===== src/rtl/nmea_pkg.sv =====
// Shared types and constants for the NMEA GLL sentence encoder.
// The NMEA_CHECKSUM_EN macro selects the 28-byte "*CC" form over the 25-byte form.
package nmea_pkg;

    typedef enum logic [2:0] {
        IDLE,
        LATCH,
        SEND,
        WAIT_ACK,
        WAIT_DONE,
        FINISH
    } nmea_state_e;

    localparam logic [7:0] ASCII_DOLLAR = 8'h24;
    localparam logic [7:0] ASCII_COMMA  = 8'h2C;
    localparam logic [7:0] ASCII_STAR   = 8'h2A;
    localparam logic [7:0] ASCII_CR     = 8'h0D;
    localparam logic [7:0] ASCII_LF     = 8'h0A;
    localparam logic [7:0] ASCII_N      = 8'h4E;
    localparam logic [7:0] ASCII_S      = 8'h53;
    localparam logic [7:0] ASCII_E      = 8'h45;
    localparam logic [7:0] ASCII_W      = 8'h57;
    localparam logic [7:0] ASCII_A      = 8'h41;
    localparam logic [7:0] ASCII_V      = 8'h56;
    localparam logic [7:0] ASCII_G      = 8'h47;
    localparam logic [7:0] ASCII_L      = 8'h4C;
    localparam logic [7:0] ASCII_ZERO   = 8'h30;

    localparam int SENTENCE_LEN_CSUM   = 28;
    localparam int SENTENCE_LEN_NOCSUM = 25;

    localparam logic [7:0] LAT_DEG_MAX = 8'd90;
    localparam logic [7:0] LON_DEG_MAX = 8'd180;
    localparam logic [7:0] MIN_MAX     = 8'd59;

    // Checksum covers the bytes strictly between '$' (index 0) and '*' (index 23).
    localparam logic [4:0] CSUM_FIRST_IDX = 5'd1;
    localparam logic [4:0] CSUM_LAST_IDX  = 5'd22;

    function automatic logic [7:0] sat8(input logic [7:0] value, input logic [7:0] limit);
        return (value > limit) ? limit : value;
    endfunction

    function automatic logic [7:0] hex_ascii(input logic [3:0] nib);
        return (nib < 4'd10) ? (8'h30 + {4'h0, nib}) : (8'h37 + {4'h0, nib});
    endfunction

endpackage


===== src/rtl/bin2dec_ascii.sv =====
// Combinational 8-bit binary to three zero-padded ASCII decimal digits.
module bin2dec_ascii
    import nmea_pkg::*;
(
    input  logic [7:0] value,
    output logic [7:0] ascii_hundreds,
    output logic [7:0] ascii_tens,
    output logic [7:0] ascii_ones
);

    logic [7:0] rem_100;

    always_comb begin
        rem_100        = value % 8'd100;
        ascii_hundreds = ASCII_ZERO + (value / 8'd100);
        ascii_tens     = ASCII_ZERO + (rem_100 / 8'd10);
        ascii_ones     = ASCII_ZERO + (rem_100 % 8'd10);
    end

endmodule


===== src/rtl/nmea_encoder.sv =====
// Emits one "$<TALKER>GLL,DDMM,h,DDDMM,h,S[*CC]\r\n" sentence per start request.
// Define NMEA_CHECKSUM_EN to append the running XOR checksum "*CC".
module nmea_encoder
    import nmea_pkg::*;
#(
    parameter logic [15:0] TALKER_ID = 16'h4750,
    parameter int          DATA_BITS = 8
) (
    input  logic                 clk_50MHz,
    input  logic                 reset,
    input  logic                 start,
    input  logic [7:0]           lat_deg,
    input  logic [7:0]           lat_min,
    input  logic [7:0]           lon_deg,
    input  logic [7:0]           lon_min,
    input  logic                 lat_south,
    input  logic                 lon_west,
    input  logic                 valid_fix,
    input  logic                 tx_busy,
    output logic                 tx_start,
    output logic [DATA_BITS-1:0] tx_data,
    output logic                 busy,
    output logic                 done,
    output nmea_state_e          dbg_state
);

`ifdef NMEA_CHECKSUM_EN
    localparam logic [4:0] LAST_IDX = 5'(SENTENCE_LEN_CSUM - 1);
`else
    localparam logic [4:0] LAST_IDX = 5'(SENTENCE_LEN_NOCSUM - 1);
`endif

    nmea_state_e state_q, state_d;
    logic [4:0]  idx_q, idx_d;
    logic [7:0]  tx_data_q, tx_data_d;
    logic        busy_q, busy_d;
    logic        done_q, done_d;
    logic [7:0]  lat_deg_q, lat_deg_d, lat_min_q, lat_min_d;
    logic [7:0]  lon_deg_q, lon_deg_d, lon_min_q, lon_min_d;
    logic        lat_south_q, lat_south_d, lon_west_q, lon_west_d;
    logic        valid_fix_q, valid_fix_d;
`ifdef NMEA_CHECKSUM_EN
    logic [7:0]  csum_q, csum_d;
`endif

    logic [7:0] lat_deg_h, lat_deg_t, lat_deg_o;
    logic [7:0] lat_min_h, lat_min_t, lat_min_o;
    logic [7:0] lon_deg_h, lon_deg_t, lon_deg_o;
    logic [7:0] lon_min_h, lon_min_t, lon_min_o;
    logic       unused_digits;
    logic [4:0] sel_idx;
    logic [7:0] next_byte;

    bin2dec_ascii u_lat_deg (.value(lat_deg_q), .ascii_hundreds(lat_deg_h),
                             .ascii_tens(lat_deg_t), .ascii_ones(lat_deg_o));
    bin2dec_ascii u_lat_min (.value(lat_min_q), .ascii_hundreds(lat_min_h),
                             .ascii_tens(lat_min_t), .ascii_ones(lat_min_o));
    bin2dec_ascii u_lon_deg (.value(lon_deg_q), .ascii_hundreds(lon_deg_h),
                             .ascii_tens(lon_deg_t), .ascii_ones(lon_deg_o));
    bin2dec_ascii u_lon_min (.value(lon_min_q), .ascii_hundreds(lon_min_h),
                             .ascii_tens(lon_min_t), .ascii_ones(lon_min_o));

    // Saturation keeps these hundreds digits at '0'; the fields are printed with fewer digits.
    assign unused_digits = ^{lat_deg_h, lat_min_h, lon_min_h};

    // Byte that follows the one currently held in tx_data_q.
    always_comb begin
        sel_idx   = idx_q + 5'd1;
        next_byte = 8'h00;
        case (sel_idx)
            5'd0:    next_byte = ASCII_DOLLAR;
            5'd1:    next_byte = TALKER_ID[15:8];
            5'd2:    next_byte = TALKER_ID[7:0];
            5'd3:    next_byte = ASCII_G;
            5'd4:    next_byte = ASCII_L;
            5'd5:    next_byte = ASCII_L;
            5'd6:    next_byte = ASCII_COMMA;
            5'd7:    next_byte = lat_deg_t;
            5'd8:    next_byte = lat_deg_o;
            5'd9:    next_byte = lat_min_t;
            5'd10:   next_byte = lat_min_o;
            5'd11:   next_byte = ASCII_COMMA;
            5'd12:   next_byte = lat_south_q ? ASCII_S : ASCII_N;
            5'd13:   next_byte = ASCII_COMMA;
            5'd14:   next_byte = lon_deg_h;
            5'd15:   next_byte = lon_deg_t;
            5'd16:   next_byte = lon_deg_o;
            5'd17:   next_byte = lon_min_t;
            5'd18:   next_byte = lon_min_o;
            5'd19:   next_byte = ASCII_COMMA;
            5'd20:   next_byte = lon_west_q ? ASCII_W : ASCII_E;
            5'd21:   next_byte = ASCII_COMMA;
            5'd22:   next_byte = valid_fix_q ? ASCII_A : ASCII_V;
`ifdef NMEA_CHECKSUM_EN
            5'd23:   next_byte = ASCII_STAR;
            5'd24:   next_byte = hex_ascii(csum_q[7:4]);
            5'd25:   next_byte = hex_ascii(csum_q[3:0]);
            5'd26:   next_byte = ASCII_CR;
            5'd27:   next_byte = ASCII_LF;
`else
            5'd23:   next_byte = ASCII_CR;
            5'd24:   next_byte = ASCII_LF;
`endif
            default: next_byte = 8'h00;
        endcase
    end

    // Handshake: tx_start is raised only in SEND while tx_busy=0; the transmitter
    // acknowledges by raising tx_busy and signals completion by dropping it again.
    always_comb begin
        state_d     = state_q;
        idx_d       = idx_q;
        tx_data_d   = tx_data_q;
        busy_d      = busy_q;
        done_d      = 1'b0;
        lat_deg_d   = lat_deg_q;
        lat_min_d   = lat_min_q;
        lon_deg_d   = lon_deg_q;
        lon_min_d   = lon_min_q;
        lat_south_d = lat_south_q;
        lon_west_d  = lon_west_q;
        valid_fix_d = valid_fix_q;
`ifdef NMEA_CHECKSUM_EN
        csum_d      = csum_q;
`endif
        case (state_q)
            IDLE: begin
                if (start) begin
                    state_d     = LATCH;
                    busy_d      = 1'b1;
                    idx_d       = 5'd0;
                    lat_deg_d   = sat8(lat_deg, LAT_DEG_MAX);
                    lat_min_d   = sat8(lat_min, MIN_MAX);
                    lon_deg_d   = sat8(lon_deg, LON_DEG_MAX);
                    lon_min_d   = sat8(lon_min, MIN_MAX);
                    lat_south_d = lat_south;
                    lon_west_d  = lon_west;
                    valid_fix_d = valid_fix;
`ifdef NMEA_CHECKSUM_EN
                    csum_d      = 8'h00;
`endif
                end
            end
            LATCH: begin
                state_d   = SEND;
                idx_d     = 5'd0;
                tx_data_d = ASCII_DOLLAR;
            end
            SEND: begin
                if (!tx_busy) begin
                    state_d = WAIT_ACK;
`ifdef NMEA_CHECKSUM_EN
                    if (idx_q >= CSUM_FIRST_IDX && idx_q <= CSUM_LAST_IDX)
                        csum_d = csum_q ^ tx_data_q;
`endif
                end
            end
            WAIT_ACK: begin
                if (tx_busy)
                    state_d = WAIT_DONE;
            end
            WAIT_DONE: begin
                if (!tx_busy) begin
                    if (idx_q == LAST_IDX) begin
                        state_d = FINISH;
                        done_d  = 1'b1;
                    end else begin
                        state_d   = SEND;
                        idx_d     = idx_q + 5'd1;
                        tx_data_d = next_byte;
                    end
                end
            end
            FINISH: begin
                state_d = IDLE;
                busy_d  = 1'b0;
            end
            default: state_d = IDLE;
        endcase
    end

    always_ff @(posedge clk_50MHz or negedge reset) begin
        if (!reset) begin
            state_q     <= IDLE;
            idx_q       <= 5'd0;
            tx_data_q   <= 8'h00;
            busy_q      <= 1'b0;
            done_q      <= 1'b0;
            lat_deg_q   <= 8'h00;
            lat_min_q   <= 8'h00;
            lon_deg_q   <= 8'h00;
            lon_min_q   <= 8'h00;
            lat_south_q <= 1'b0;
            lon_west_q  <= 1'b0;
            valid_fix_q <= 1'b0;
`ifdef NMEA_CHECKSUM_EN
            csum_q      <= 8'h00;
`endif
        end else begin
            state_q     <= state_d;
            idx_q       <= idx_d;
            tx_data_q   <= tx_data_d;
            busy_q      <= busy_d;
            done_q      <= done_d;
            lat_deg_q   <= lat_deg_d;
            lat_min_q   <= lat_min_d;
            lon_deg_q   <= lon_deg_d;
            lon_min_q   <= lon_min_d;
            lat_south_q <= lat_south_d;
            lon_west_q  <= lon_west_d;
            valid_fix_q <= valid_fix_d;
`ifdef NMEA_CHECKSUM_EN
            csum_q      <= csum_d;
`endif
        end
    end

    // tx_start is decoded from state so the first '$' strobe lands two cycles after accept.
    assign tx_start  = (state_q == SEND) && !tx_busy;
    assign tx_data   = DATA_BITS'(tx_data_q);
    assign busy      = busy_q;
    assign done      = done_q;
    assign dbg_state = state_q;

endmodule


===== config.mk =====
export PLATFORM = sky130hd
export DESIGN_NAME = nmea_encoder
export DESIGN_NICKNAME = d
export VERILOG_FILES = /design/src/rtl/nmea_pkg.sv /design/src/rtl/bin2dec_ascii.sv /design/src/rtl/nmea_encoder.sv
export SDC_FILE = /design/constraint.sdc
export NUM_CORES = 1
export LEC_CHECK = 0
export CAP_MARGIN = 10
export CORE_ASPECT_RATIO = 0.7
export CORE_MARGIN = 3
export CORE_UTILIZATION = 54
export DETAILED_ROUTE_END_ITERATION = 8
export PLACE_DENSITY_LB_ADDON = 0.05
export SETUP_SLACK_MARGIN = 0.2
export SYNTH_ARGS = -nofsm -noshare
export SYNTH_HDL_FRONTEND = slang
export SYNTH_SLANG_ARGS = --single-unit

===== constraint.sdc =====
create_clock -name clk_50MHz -period 3.1 [get_ports clk_50MHz]
set_input_delay 0.62 -clock clk_50MHz [delete_from_list [all_inputs] [get_ports clk_50MHz]]
set_output_delay 0.62 -clock clk_50MHz [all_outputs]
set_load 0.005 [all_outputs]

* After elaboration in Yosys (flattened, before gate mapping)
Cells that the tools add are included.
** Word-level totals
- Input bits :: 39
- Word-level logic and storage cells :: 115
- Register bits :: 53
- Output and inout port bits :: 14
** Cells by class
- Eq/ne operators :: 35
- Order comparisons :: 4
- Div/mod/pow operators :: 13
- Muxes and demuxes :: 26
- Add/sub/neg operators :: 10
- Reductions and logical operators :: 15
** Operators with widths (count)
- 8-bit case mux with 19 select lines :: 1
- 6-bit by 8-bit adder with 8-bit output, first input constant :: 9
- 5-bit equality test, second input constant :: 10
- 8-bit 2-to-1 mux :: 6
- 5-bit by 4-bit equality test with 1-bit output, second input constant :: 8
- 8-bit by 4-bit divider with 8-bit output, second input constant :: 4
- 8-bit by 4-bit remainder unit with 8-bit output, second input constant :: 4
- 8-bit by 7-bit remainder unit with 8-bit output, second input constant :: 4
- 5-bit 2-to-1 mux :: 6
- 5-bit by 3-bit equality test with 1-bit output, second input constant :: 4
- 8-bit by 6-bit greater-than comparator with 1-bit output, second input constant :: 2
- 8-bit case mux with 2 select lines :: 1
- 3-bit 2-to-1 mux :: 5
- 3-bit case mux with 5 select lines :: 1
- 5-bit case mux with 3 select lines :: 1
- 5-bit by 2-bit equality test with 1-bit output, second input constant :: 2
- 2-bit != test, second input constant :: 5
- 8-bit by 7-bit divider with 8-bit output, second input constant :: 1
- 8-bit by 7-bit greater-than comparator with 1-bit output, second input constant :: 1
- 8-bit greater-than comparator, second input constant :: 1
- 4-bit AND reduction :: 2
- 3-bit by 2-bit equality test with 1-bit output, second input constant :: 2
- 3-bit equality test, second input constant :: 2
- 5-bit by 1-bit adder with 5-bit output, second input constant :: 1
- 14 further kinds :: 20

* Longest topological paths before layout
Gate-level depths: netlist (run 1).
- Depth after elaboration :: 7
- Depth in mapped cells :: 13
- Gate-level depth less buffers :: 11

* By module
From an unflattened synthesis (run 1), not the netlist that was laid out.
** Unflattened totals
- Cell total of the unflattened synthesis :: 916
- Area total of the unflattened synthesis :: 7003.0 um^2
** Modules (own cells, without submodules)
- nmea_encoder :: area an instance 3628.5 um^2, times used 1, seq. area each 1326.3 um^2, cells an instance 414
- bin2dec_ascii at u_lat_deg ... :: area an instance 823.3 um^2, times used 3, seq. area each 0.0 um^2, cells an instance 122
- bin2dec_ascii at u_lon_min :: area an instance 904.6 um^2, times used 1, seq. area each 0.0 um^2, cells an instance 136

* Least setup slack after synthesis (run 1)
OpenSTA, ideal clock, no wires.
- Path kind :: register to register
- Start point :: reg idx_q[0]
- End point :: reg tx_data_q[1], in the netlist tx_data[1]
- Slack :: 0.046 ns
- Stages on the path, launching flop included :: 13
- Setup time :: 0.080 ns
- Buffers on the path :: 2
- Data arrival time :: 2.974 ns
- Cells stage by stage :: dfrtp_1 ha_1 clkbuf_1 nand3_1 xor2_1 clkbuf_1 xnor2_1 a21oi_1 o211a_1 a31o_1 or3_1 o41a_1 o211ai_2
** Between the ends
- Word-level cells in the longest chain between the ends :: 7
- Elaborated cells between the ends (all ways) :: 36
- Those cells by class :: 1 x add/sub; 26 x eq/ne; 4 x mux; 5 x reduce/logical
** Ends and longest elaborated chain
- from (decl) :: RTL line nmea_encoder.sv:34 : logic [4:0] idx_q, idx_d;
- from (signal assigned) :: RTL line nmea_encoder.sv:201 : idx_q <= idx_d;
- 5-bit by 1-bit adder with 5-bit output :: RTL line nmea_encoder.sv:68 : sel_idx = idx_q + 5'd1;
- 5-bit equality test, or another cell as far along :: RTL line nmea_encoder.sv:70 : case (sel_idx)
- 5-bit OR reduction (no line) or 2-bit OR reduction (tied branches)
- 8-bit case mux with 19 select lines :: RTL line nmea_encoder.sv:70
- 8-bit 2-to-1 mux :: RTL line nmea_encoder.sv:164 : if (idx_q == LAST_IDX) begin
- 8-bit 2-to-1 mux :: RTL line nmea_encoder.sv:163 : if (!tx_busy) begin
- 8-bit case mux with 2 select lines :: RTL line nmea_encoder.sv:126 : case (state_q)
- to (signal assigned) :: RTL line nmea_encoder.sv:202 : tx_data_q <= tx_data_d;
- to (decl) :: RTL line nmea_encoder.sv:35 : logic [7:0] tx_data_q, tx_data_d;
Several ways; a longest one is shown, not always the timed one. The select of a mux whose other input is x is not followed.
A chain may end at the register's enable or synchronous reset.

* Final worst setup path (run 1)
- Start point :: reg lat_min_q[3]
- End point :: reg tx_data_q[0], in the netlist tx_data[0]
** Between the ends
- Word-level cells in the longest chain between the ends :: 7
- Elaborated cells between the ends (all ways) :: 9
- Those cells by class :: 2 x add/sub; 3 x div; 4 x mux
** Ends and longest elaborated chain
- from (decl) :: RTL line nmea_encoder.sv:38 : logic [7:0] lat_deg_q, lat_deg_d, lat_min_q, lat_min_d;
- from (signal assigned) :: RTL line nmea_encoder.sv:206 : lat_min_q <= lat_min_d;
- 8-bit by 7-bit remainder unit with 8-bit output * :: RTL line bin2dec_ascii.sv:14 : rem_100 = value % 8'd100;
- 8-bit by 4-bit remainder unit with 8-bit output or 8-bit by 4-bit divider with 8-bit output (tied branches) :: RTL line bin2dec_ascii.sv:17, bin2dec_ascii.sv:16
- 6-bit by 8-bit adder with 8-bit output (on tied branches) :: RTL line bin2dec_ascii.sv:17, bin2dec_ascii.sv:16
- 8-bit case mux with 19 select lines * :: RTL line nmea_encoder.sv:70
- 8-bit 2-to-1 mux * :: RTL line nmea_encoder.sv:164
- 8-bit 2-to-1 mux * :: RTL line nmea_encoder.sv:163
- 8-bit case mux with 2 select lines * :: RTL line nmea_encoder.sv:126
Mark *: on every way between the ends. The rest lies on a longest branch, timed or not. The select of a mux whose other input is x is not followed.

==> results of run 1 <==
[cell families after synthesis]
| family | synth area share (%) |
|---|---|
| adders and majority gates | 2.05 |
| buffers and inverters | 7.82 |
| AOI/OAI and AO/OA | 37.1 |
| other | 0.0591 |
| xor gates and xnor gates | 2.90 |
| DFF | 20.9 |
| and+or+nand+nor | 27.2 |
| muxes | 1.97 |
[cell type report]
| type | count | area [um2] | area share [%] |
|---|---|---|---|
| multi-input combinational | 705 | 4690 | 60.6 |
| sequential | 53 | 1330 | 17.2 |
| clock inverter | 2 | 38.8 | 0.502 |
| tap | 153 | 191 | 2.48 |
| timing repair buffer | 146 | 1230 | 16.0 |
| clock buffer | 6 | 129 | 1.67 |
| inverter | 33 | 124 | 1.60 |
[synthesized netlist by cell type (7+ instances only)]
library cell  instances  area share, %
xnor2_1              16            2.2
nand4_1              10           0.99
and2_1               13            1.3
clkbuf_1             58            3.4
ha_1                  8            1.6
a32oi_1               7           0.97
o31ai_1               7           0.83
nand2b_1             20            2.0
nor2_1               66            3.9
dfrtp_1              53             21
a21oi_1              60            4.7
a22o_1               10            1.4
nand2_1              83            4.9
nor3b_1               8           0.95
a221o_1               7            1.1
and3_1                9           0.89
o211ai_1             12            1.4
nand3_1              20            1.6
nor2b_1              19            1.9
inv_1                32            1.9
a21o_1               10            1.2
buf_1                 9           0.53
a31oi_1              14            1.4
nor3_1               22            1.7
mux2i_1               8            1.3
o21ai_0              77            6.1
o22a_1               10            1.4
a211oi_1             14            1.7
[sequential cells by signal, summed over array words and instances, names as in the netlist]
signal,cells
lon_min_q,8
lon_west_q,1
busy,1
idx_q,5
lat_south_q,1
lat_min_q,8
lon_deg_q,8
lat_deg_q,8
valid_fix_q,1
dbg_state,3
done,1
tx_data,8
[critical path, cell delays in order, from the launching register on]
cell and delay [ns]:
dfrtp_1 0.43, or4b_4 0.54, a2111oi_4 0.42, or2_4 0.22, o32ai_4 0.13, or2_4 0.29, or3_4 0.40, a211oi_2 0.22
buf_4 0.16, o31ai_2 0.06, o211ai_1 0.10
[metal layers]
layer,vias up,track usage (%)
li1,3404,-
met2,424,44.7
met1,3454,46.9
met4,0,5.96
met3,39,6.55
met5,-,0
[path summary, 6_finish.rpt]
kind	startpoint	to	slack, ns	cells after the start
setup / recovery	lat_min_q[3]	tx_data[0]	0.03	10
hold / removal	reset	lon_deg_q[4]	0.50	1
setup reg to reg	lat_min_q[3]	tx_data[0]	0.03	10
hold reg to reg	tx_data[2]	tx_data[2]	0.52	1
max in group asynchronous	reset	lat_min_q[5]	1.84	2
min in group clk_50MHz	tx_data[2]	tx_data[2]	0.52	1
[power breakdown]
group / leakage (nW) / total, mW / switching, mW / internal [mW]
combinational: 2.31 / 4.93 / 2.77 / 2.16
sequential: 0.640 / 1.32 / 0.403 / 0.917
clock: 0.0810 / 0.657 / 0.273 / 0.384
[what timing repair did]
item,CTS,global route
endpoints found under the setup margin,4,4
resized for setup,19,14
buffers inserted,9,3
pin swaps,12,12
hold buffers,0,0
endpoints found under the hold margin,0,0
==> impl_metrics.ini, run 1 <==
[grt]
grt_pass1_wl_um = 33700
grt_pass1_vias = 6744
antenna_found_initial = 0
grt_usage_pct = 30.7
grt_max_degree = 45
overflow = 0

[worst_setup_path]
critPathKind = register to register
cp.required_ns = 3.30
end_kind = register
path_max_fanout = 4
cp-start-kind = register
worstPathArrival_ns = 3.28

[synthesis]
synthFlopType = dfrtp_1
synth_edf_count = 0
yosys_warnings = 0
syn_avg_cell_area_um2 = 7.32
yosys_register_bits = 53
async_reset_ff_share_pct = 100
synth_cell_types = 101
ys_seq_area_share_pct = 20.9
syn-cell-area_mm2 = 0.00635
synthCells = 868

[floorplanning]
ioPinCount = 53
die_y_um = 96.7
die_x_um = 136
die_area_mm2 = 0.0131
start_util_pct = 56.4
core_mm2 = 0.0113
rows = 32

[timing]
hold_viol = 0
setup_viol = 0
relSlewSlack_pct = 30.5
finClkSkew_ns = 0.0101
fin_ws_ns = 0.0275
period_share_pct = 99.1
worst_pin_slew_ns = 1.04
hold_slack_ns = 0.502
setup_tns_ns = 0
finalCriticalPeriod_ns = 3.07
rsz0062_at_grt = true
drv_slew = 0
clock.fmax_mhz = 325

[detailed_routing]
drc = 0
num_vias = 7321
routed_wl_um = 20900
vias_per_cell = 6.67
drtIter0Drc = 1022
highest_layer = met4
first_pass_iters = 5
dr_wl_met3_um = 2100
detail_route.wl_per_cell_um = 19.0
wl_met1_um = 9600
wl_met2_um = 8870
ant_nets = 0

[clock_tree]
cts.clk_slew.worst_paths_ns = 0.08
clock_sinks = 53
cts_tree = built
clockBufferDepth = 2
root_buffer = clkbuf_16
h-tree-depth = 2
cts_buffers = 5
clk_latency_ns = 0.30

[placed_design]
gp_congestion = 0.983
place_inst = 1078
portBuffers = 52
dp_slack_ns = -0.190
placed_cell_area_mm2 = 0.00734
hpwl_um = 15200

[pwr]
p_per_area_mw_per_mm2 = 894
total_power_mw = 6.91
p_leak_nw = 3.03
ir_drop_uv = 523

[cells_and_area]
final_nets = 991
final_layout_size_suffix_gt1_share_pct = 17.6
area_delta_synth_final_pct = 21.8
final_common_cell = buf_4
n_antenna_cell = 0
stdcell_area_mm2 = 0.00773
postLayoutCoreUtil_pct = 68.7
fillers = 932
most-common-layout-cells = buf_4 (93), nand2_1 (82), o21ai_0 (73)
instances_no_fill = 1098

[hold_path]
hold_path_class = input port to asynchronous set/reset pin

[status]
status = finished clean

[run]
drv_cap = 0
(Power assumes the default switching activity.)
==> run 2, diff against run 1 <==
--- a/config.mk
+++ b/config.mk
@@ -6,12 +6,15 @@
 export NUM_CORES = 1
 export LEC_CHECK = 0
 export CAP_MARGIN = 10
+export CELL_PAD_IN_SITES_DETAIL_PLACEMENT = 1
+export CELL_PAD_IN_SITES_GLOBAL_PLACEMENT = 1
 export CORE_ASPECT_RATIO = 0.7
 export CORE_MARGIN = 3
-export CORE_UTILIZATION = 54
+export CORE_UTILIZATION = 40
 export DETAILED_ROUTE_END_ITERATION = 8
 export PLACE_DENSITY_LB_ADDON = 0.05
 export SETUP_SLACK_MARGIN = 0.2
 export SYNTH_ARGS = -nofsm -noshare
 export SYNTH_HDL_FRONTEND = slang
 export SYNTH_SLANG_ARGS = --single-unit
+export TNS_END_PERCENT = 20
==> run 2 against run 1 <==
Highest routed layer unchanged. First-iteration DRC count shrank 54%. Maximum frequency fell by 1.1%. The flow now finishes with violations (setup timing). Register-to-register slack lost 0.03 ns. Sequential share of layout area down 0.11 points. Via count down 1.5%. Wire length grew 15%. Critical path type unchanged. Cell count up 4.4%. Utilization is 17 points lower. Power grew 2.2%. Critical endpoint is now tx_data[2].
==> impl_metrics.ini, run 2 (same netlist as run 1, synthesis figures left out) <==
[clock_tree]
cts_tree = built
root_buffer = clkbuf_16
h-tree-depth = 2
hold_buffers = 0
clk_latency_ns = 0.31
clockBufferDepth = 2
cts_buffers = 5
cts.clk_slew.worst_paths_ns = 0.08
clock_sinks = 53

[timing]
finalCriticalPeriod_ns = 3.11
hold_viol = 0
drv_slew = 0
finClkSkew_ns = 0.0111
relSlewSlack_pct = 44.0
clock.fmax_mhz = 322
worst_pin_slew_ns = 0.840
fin_ws_ns = -0.00513
period_share_pct = 100
rsz0062_at_grt = true
setup_viol = 1
setup_tns_ns = -0.00513

[worst_setup_path]
critical_path.max_stage_delay_ns = 0.60
worstPathArrival_ns = 3.30
r2r_setup_slack_ns = -0.005
path_max_fanout = 5
end_kind = register
cp.required_ns = 3.29
critPathSlowestCell = or4b_4
cp-start-kind = register
cpMostUsedCell = a211o_1
crit_chain = or4b_4, a211o_1, a311o_1, a211o_1, a211oi_4, o21ai_0, a31oi_1, a211oi_1, o32a_1
critPathKind = register to register

[placed_design]
hpwl_um = 18500
place_inst = 1135
dp_slack_ns = -0.260
portBuffers = 52
gp_congestion = 0.919
placed_cell_area_mm2 = 0.00749

[status]
violations = setup timing
status = complete, but fails checks

[cells_and_area]
fillers = 1897
final_layout_size_suffix_gt1_share_pct = 18.0
instances_no_fill = 1146
seq_area_mm2 = 0.00133
stdcell_area_mm2 = 0.00781
postLayoutCoreUtil_pct = 51.8
most-common-layout-cells = buf_4 (100), nand2_1 (83), o21ai_0 (75)
area_delta_synth_final_pct = 23.1
multiInputGateArea_mm2 = 0.00469
final_common_cell = buf_4
final_nets = 997
n_antenna_cell = 0

[floorplanning]
start_util_pct = 42.1
ioPinCount = 53
core_mm2 = 0.0151
rows = 37
die_x_um = 157
die_y_um = 111
die_area_mm2 = 0.0174

[detailed_routing]
num_vias = 7213
drtIter0Drc = 469
detail_route.wl_per_cell_um = 21.0
vias_per_cell = 6.29
ant_nets = 0
routed_wl_um = 24000
drc = 0
first_pass_iters = 5

[pwr]
p_per_area_mw_per_mm2 = 903
p_leak_nw = 3.06
ir_drop_uv = 508

[hold_path]
hold_path_class = input port to asynchronous set/reset pin

[grt]
grt_use_met3_pct = 3.61
grt_pass1_wl_um = 39200
antenna_found_initial = 0
grt_max_degree = 36
grt_pass1_vias = 7298
use_met2_pct = 41.7
use_met1_pct = 42.0
overflow = 0
globalRoute.busiestLayer = met1
grt_usage_pct = 27.3

[run]
drv_cap = 0
==> run 2: worst max-delay path, delay by kind of cell, from the launching register on <==
family / cells / cell delay, ns
AOI/OAI and AO/OA: 8 / 2.00
DFF: 1 / 0.39
and+or+nand+nor: 1 / 0.60
==> run 2: power breakdown <==
group | internal, mW | switching (mW) | total (mW) | leakage (nW)
logic | 2.19 | 2.89 | 5.08 | 2.35
clock network | 0.326 | 0.298 | 0.624 | 0.0735
registers | 0.920 | 0.438 | 1.36 | 0.636
==> run 2: per-layer routing <==
metal / vias to the layer above / part of all wire [%]
met5: - / 0
met4: 0 / 0.82
met3: 18 / 6.3
met2: 229 / 44
met1: 3555 / 49
li1: 3411 / -
==> run 2: final timing paths <==
kind,from,endpoint,cells after the start
worst max register to register,lat_min_q[2],tx_data[2],9
worst min register to register,tx_data[7],tx_data[7],1
min in group clk_50MHz,tx_data[7],tx_data[7],1
worst max-delay path,lat_min_q[2],tx_data[2],9
worst min-delay path,reset,lon_deg_q[7],1
max in group asynchronous,reset,lat_min_q[3],2
==> run 2: cell type report <==
type / count / area share [%]
clock buffer: 6 / 1.78
clock inverter: 2 / 0.208
inverter: 33 / 1.59
multi-input combinational: 705 / 60.0
sequential: 53 / 17.1
tap: 195 / 3.12
timing repair buffer: 152 / 16.2
==> run 2: per-stage QoR <==
| stage | power (mW) | hold WS [ns] |
|---|---|---|
| finish | 7.06 | 0.405 |
| global route | 7.63 | 0.470 |
| CTS | 6.91 | 0.434 |
| detailed placement | 6.19 | 0.475 |
| global placement | 6.00 | 0.475 |
| floorplan | 4.52 | 0.324 |
==> run 2: timing repair <==
item | CTS | global route
pin swaps | 5 | 4
hold endpoints to repair | 0 | 0
setup buffers | 1 | 2
endpoints found under the setup margin | 4 | 5
gates resized for setup | 12 | 20
==> run 3, diff against run 2 <==
--- a/config.mk
+++ b/config.mk
@@ -12,7 +12,8 @@
 export CORE_MARGIN = 3
 export CORE_UTILIZATION = 40
 export DETAILED_ROUTE_END_ITERATION = 8
-export PLACE_DENSITY_LB_ADDON = 0.05
+export GPL_TIMING_DRIVEN = 0
+export PLACE_DENSITY_LB_ADDON = 0.1
 export SETUP_SLACK_MARGIN = 0.2
 export SYNTH_ARGS = -nofsm -noshare
 export SYNTH_HDL_FRONTEND = slang
==> run 3 against run 2 <==
The flow still finishes with violations (setup timing). Sequential power shrank 15%. Global-route usage grew 1.5 points. Worst hold slack lost 0.15 ns. Wire length grew 7.5%. Critical path depth is the same. Setup slack lost 0.15 ns. Combinational power grew 4.5%. First-iteration DRC count grew 34%. Clock skew grew 0.0019 ns. Design area shrank 1.4%. Die area is the same. Maximum frequency shrank 4.7%. Largest power group unchanged. Highest routed layer unchanged.
==> impl_metrics.ini, run 3 (same netlist as run 1, synthesis figures left out) <==
[detailed_routing]
detail_route.wl_per_cell_um = 22.6
first_pass_iters = 5
vias_per_cell = 6.54
routed_wl_um = 25800
drc = 0
num_vias = 7479
drtIter0Drc = 627
ant_nets = 0

[pwr]
total_power_mw = 7.14
p_leak_nw = 2.88
ir_drop_uv = 428
p_per_area_mw_per_mm2 = 928

[worst_setup_path]
timing.rr.end = tx_data[1]
path_max_fanout = 6
r2r-start = lat_min_q[2]
cp.required_ns = 3.32
critPathLaunch = lat_min_q[2]
path_delay_family = compound AO/OA/AOI/OAI gates
crit_buf_inv = 1
cp-start-kind = register
reg2reg_depth = 9
r2r_setup_slack_ns = -0.16
crit_chain = or4b_4, a2111oi_4, nor2_4, a32oi_4, a211oi_4, buf_4, a221o_1, o41a_1, o211ai_2
worstPathArrival_ns = 3.48
end_kind = register
critPathKind = register to register
critical_path.max_stage_delay_ns = 0.59
critPathSlowestCell = or4b_4

[cells_and_area]
final_common_cell = nand2_1
n_antenna_cell = 0
postLayoutCoreUtil_pct = 51.0
final_nets = 994
instances_no_fill = 1143
area_delta_synth_final_pct = 21.3
fillers = 1905
final_layout_size_suffix_gt1_share_pct = 13.3
most-common-layout-cells = nand2_1 (83), o21ai_0 (76), nor2_1 (62)

[timing]
hold_slack_ns = 0.252
setup_viol = 4
clock.fmax_mhz = 307
rsz0062_at_grt = true
hold_viol = 0
relSlewSlack_pct = 37.9
worst_pin_slew_ns = 0.927
finalCriticalPeriod_ns = 3.26
finClkSkew_ns = 0.0130
fin_ws_ns = -0.159
drv_slew = 0
period_share_pct = 105

[floorplanning]
ioPinCount = 53
die_x_um = 157
core_mm2 = 0.0151
start_util_pct = 42.1
die_area_mm2 = 0.0174
rows = 37
die_y_um = 111

[status]
status = complete, but fails checks
violations = setup timing

[run]
drv_cap = 0

[clock_tree]
cts_buffers = 5
clockBufferDepth = 2
clk_latency_ns = 0.30
h-tree-depth = 2
cts.clk_slew.worst_paths_ns = 0.08
clock_sinks = 53
cts_tree = built
root_buffer = clkbuf_16

[grt]
grt_pass1_wl_um = 41200
antenna_found_initial = 0
grt_usage_pct = 28.8
grt_max_degree = 40
overflow = 0
grt_pass1_vias = 7508

[placed_design]
hpwl_um = 19300
place_inst = 1117
dp_slack_ns = -0.858
gp_congestion = 0.978
portBuffers = 52

[hold_path]
hold_path_class = input port to asynchronous set/reset pin
[run 3: changes by cell type in the layout (fill, tap and decap cells not counted), moves of 4 or more]
cell	previous run	this run
buf_4	100	20
clkbuf_1	0	45
clkbuf_2	0	13
buf_1	0	5
buf_6	0	5
nor2_1	66	62
[run 3: routing by layer]
metal,up-vias,wire (um),track usage [%]
met5,-,0,0
met4,0,376,5.60
met3,41,1880,6.18
met2,296,11100,42.1
met1,3719,12500,43.7
li1,3423,-,-
[run 3: area by class of cell]
| class | instances | area (um2) | share of cell area, % |
|---|---|---|---|
| Multi-Input combinational cell | 705 | 4750 | 61.7 |
| Sequential cell | 53 | 1340 | 17.3 |
| Timing Repair Buffer | 71 | 671 | 8.71 |
| Buffer | 78 | 403 | 5.23 |
| Tap cell | 195 | 244 | 3.17 |
| Inverter | 33 | 128 | 1.66 |
| Clock buffer | 5 | 125 | 1.62 |
| Clock inverter | 3 | 47.5 | 0.617 |
[run 3: how the worst max path moves through the flow]
stage	endpoint	slack (ns)	cells past startpoint
after global placement	tx_data[2]	-0.72	11
after detailed placement	tx_data[2]	-0.86	11
after CTS	tx_data[1]	-0.12	11
after global routing	tx_data[1]	-0.28	10
after floorplan	tx_data[1]	0.07	9
final	tx_data[1]	-0.16	9
[run 3: worst register-to-register path: cells and delay by family (launching register included)]
| kind | cells | cell delay (ns) |
|---|---|---|
| AOI/OAI and AO/OA | 6 | 1.86 |
| and+or+nand+nor | 2 | 0.72 |
| DFF | 1 | 0.41 |
| buffers and inverters | 1 | 0.18 |
[run 3: power by group]
group	switching, mW	leakage [nW]	internal (mW)	total (mW)
registers	0.230	0.634	0.925	1.16
clock network	0.287	0.0848	0.388	0.675
logic	3.27	2.16	2.05	5.31
total	3.78	2.88	3.36	7.14
[run 3: what timing repair did]
item	4_1_cts	5_1_grt
gates resized for setup	46	19
endpoints found under the setup margin	6	5
setup buffers	13	5
pin swaps	17	6
hold buffers	0	0
[run 3: metrics by stage]
stage / TNS, ns / cell area (um2)
detailed placement: -2.23 / 7150
floorplan: 0 / 6370
CTS: -0.290 / 7610
global route: -1.05 / 7700
global placement: -25.18 / 7130
finish: -0.477 / 7700
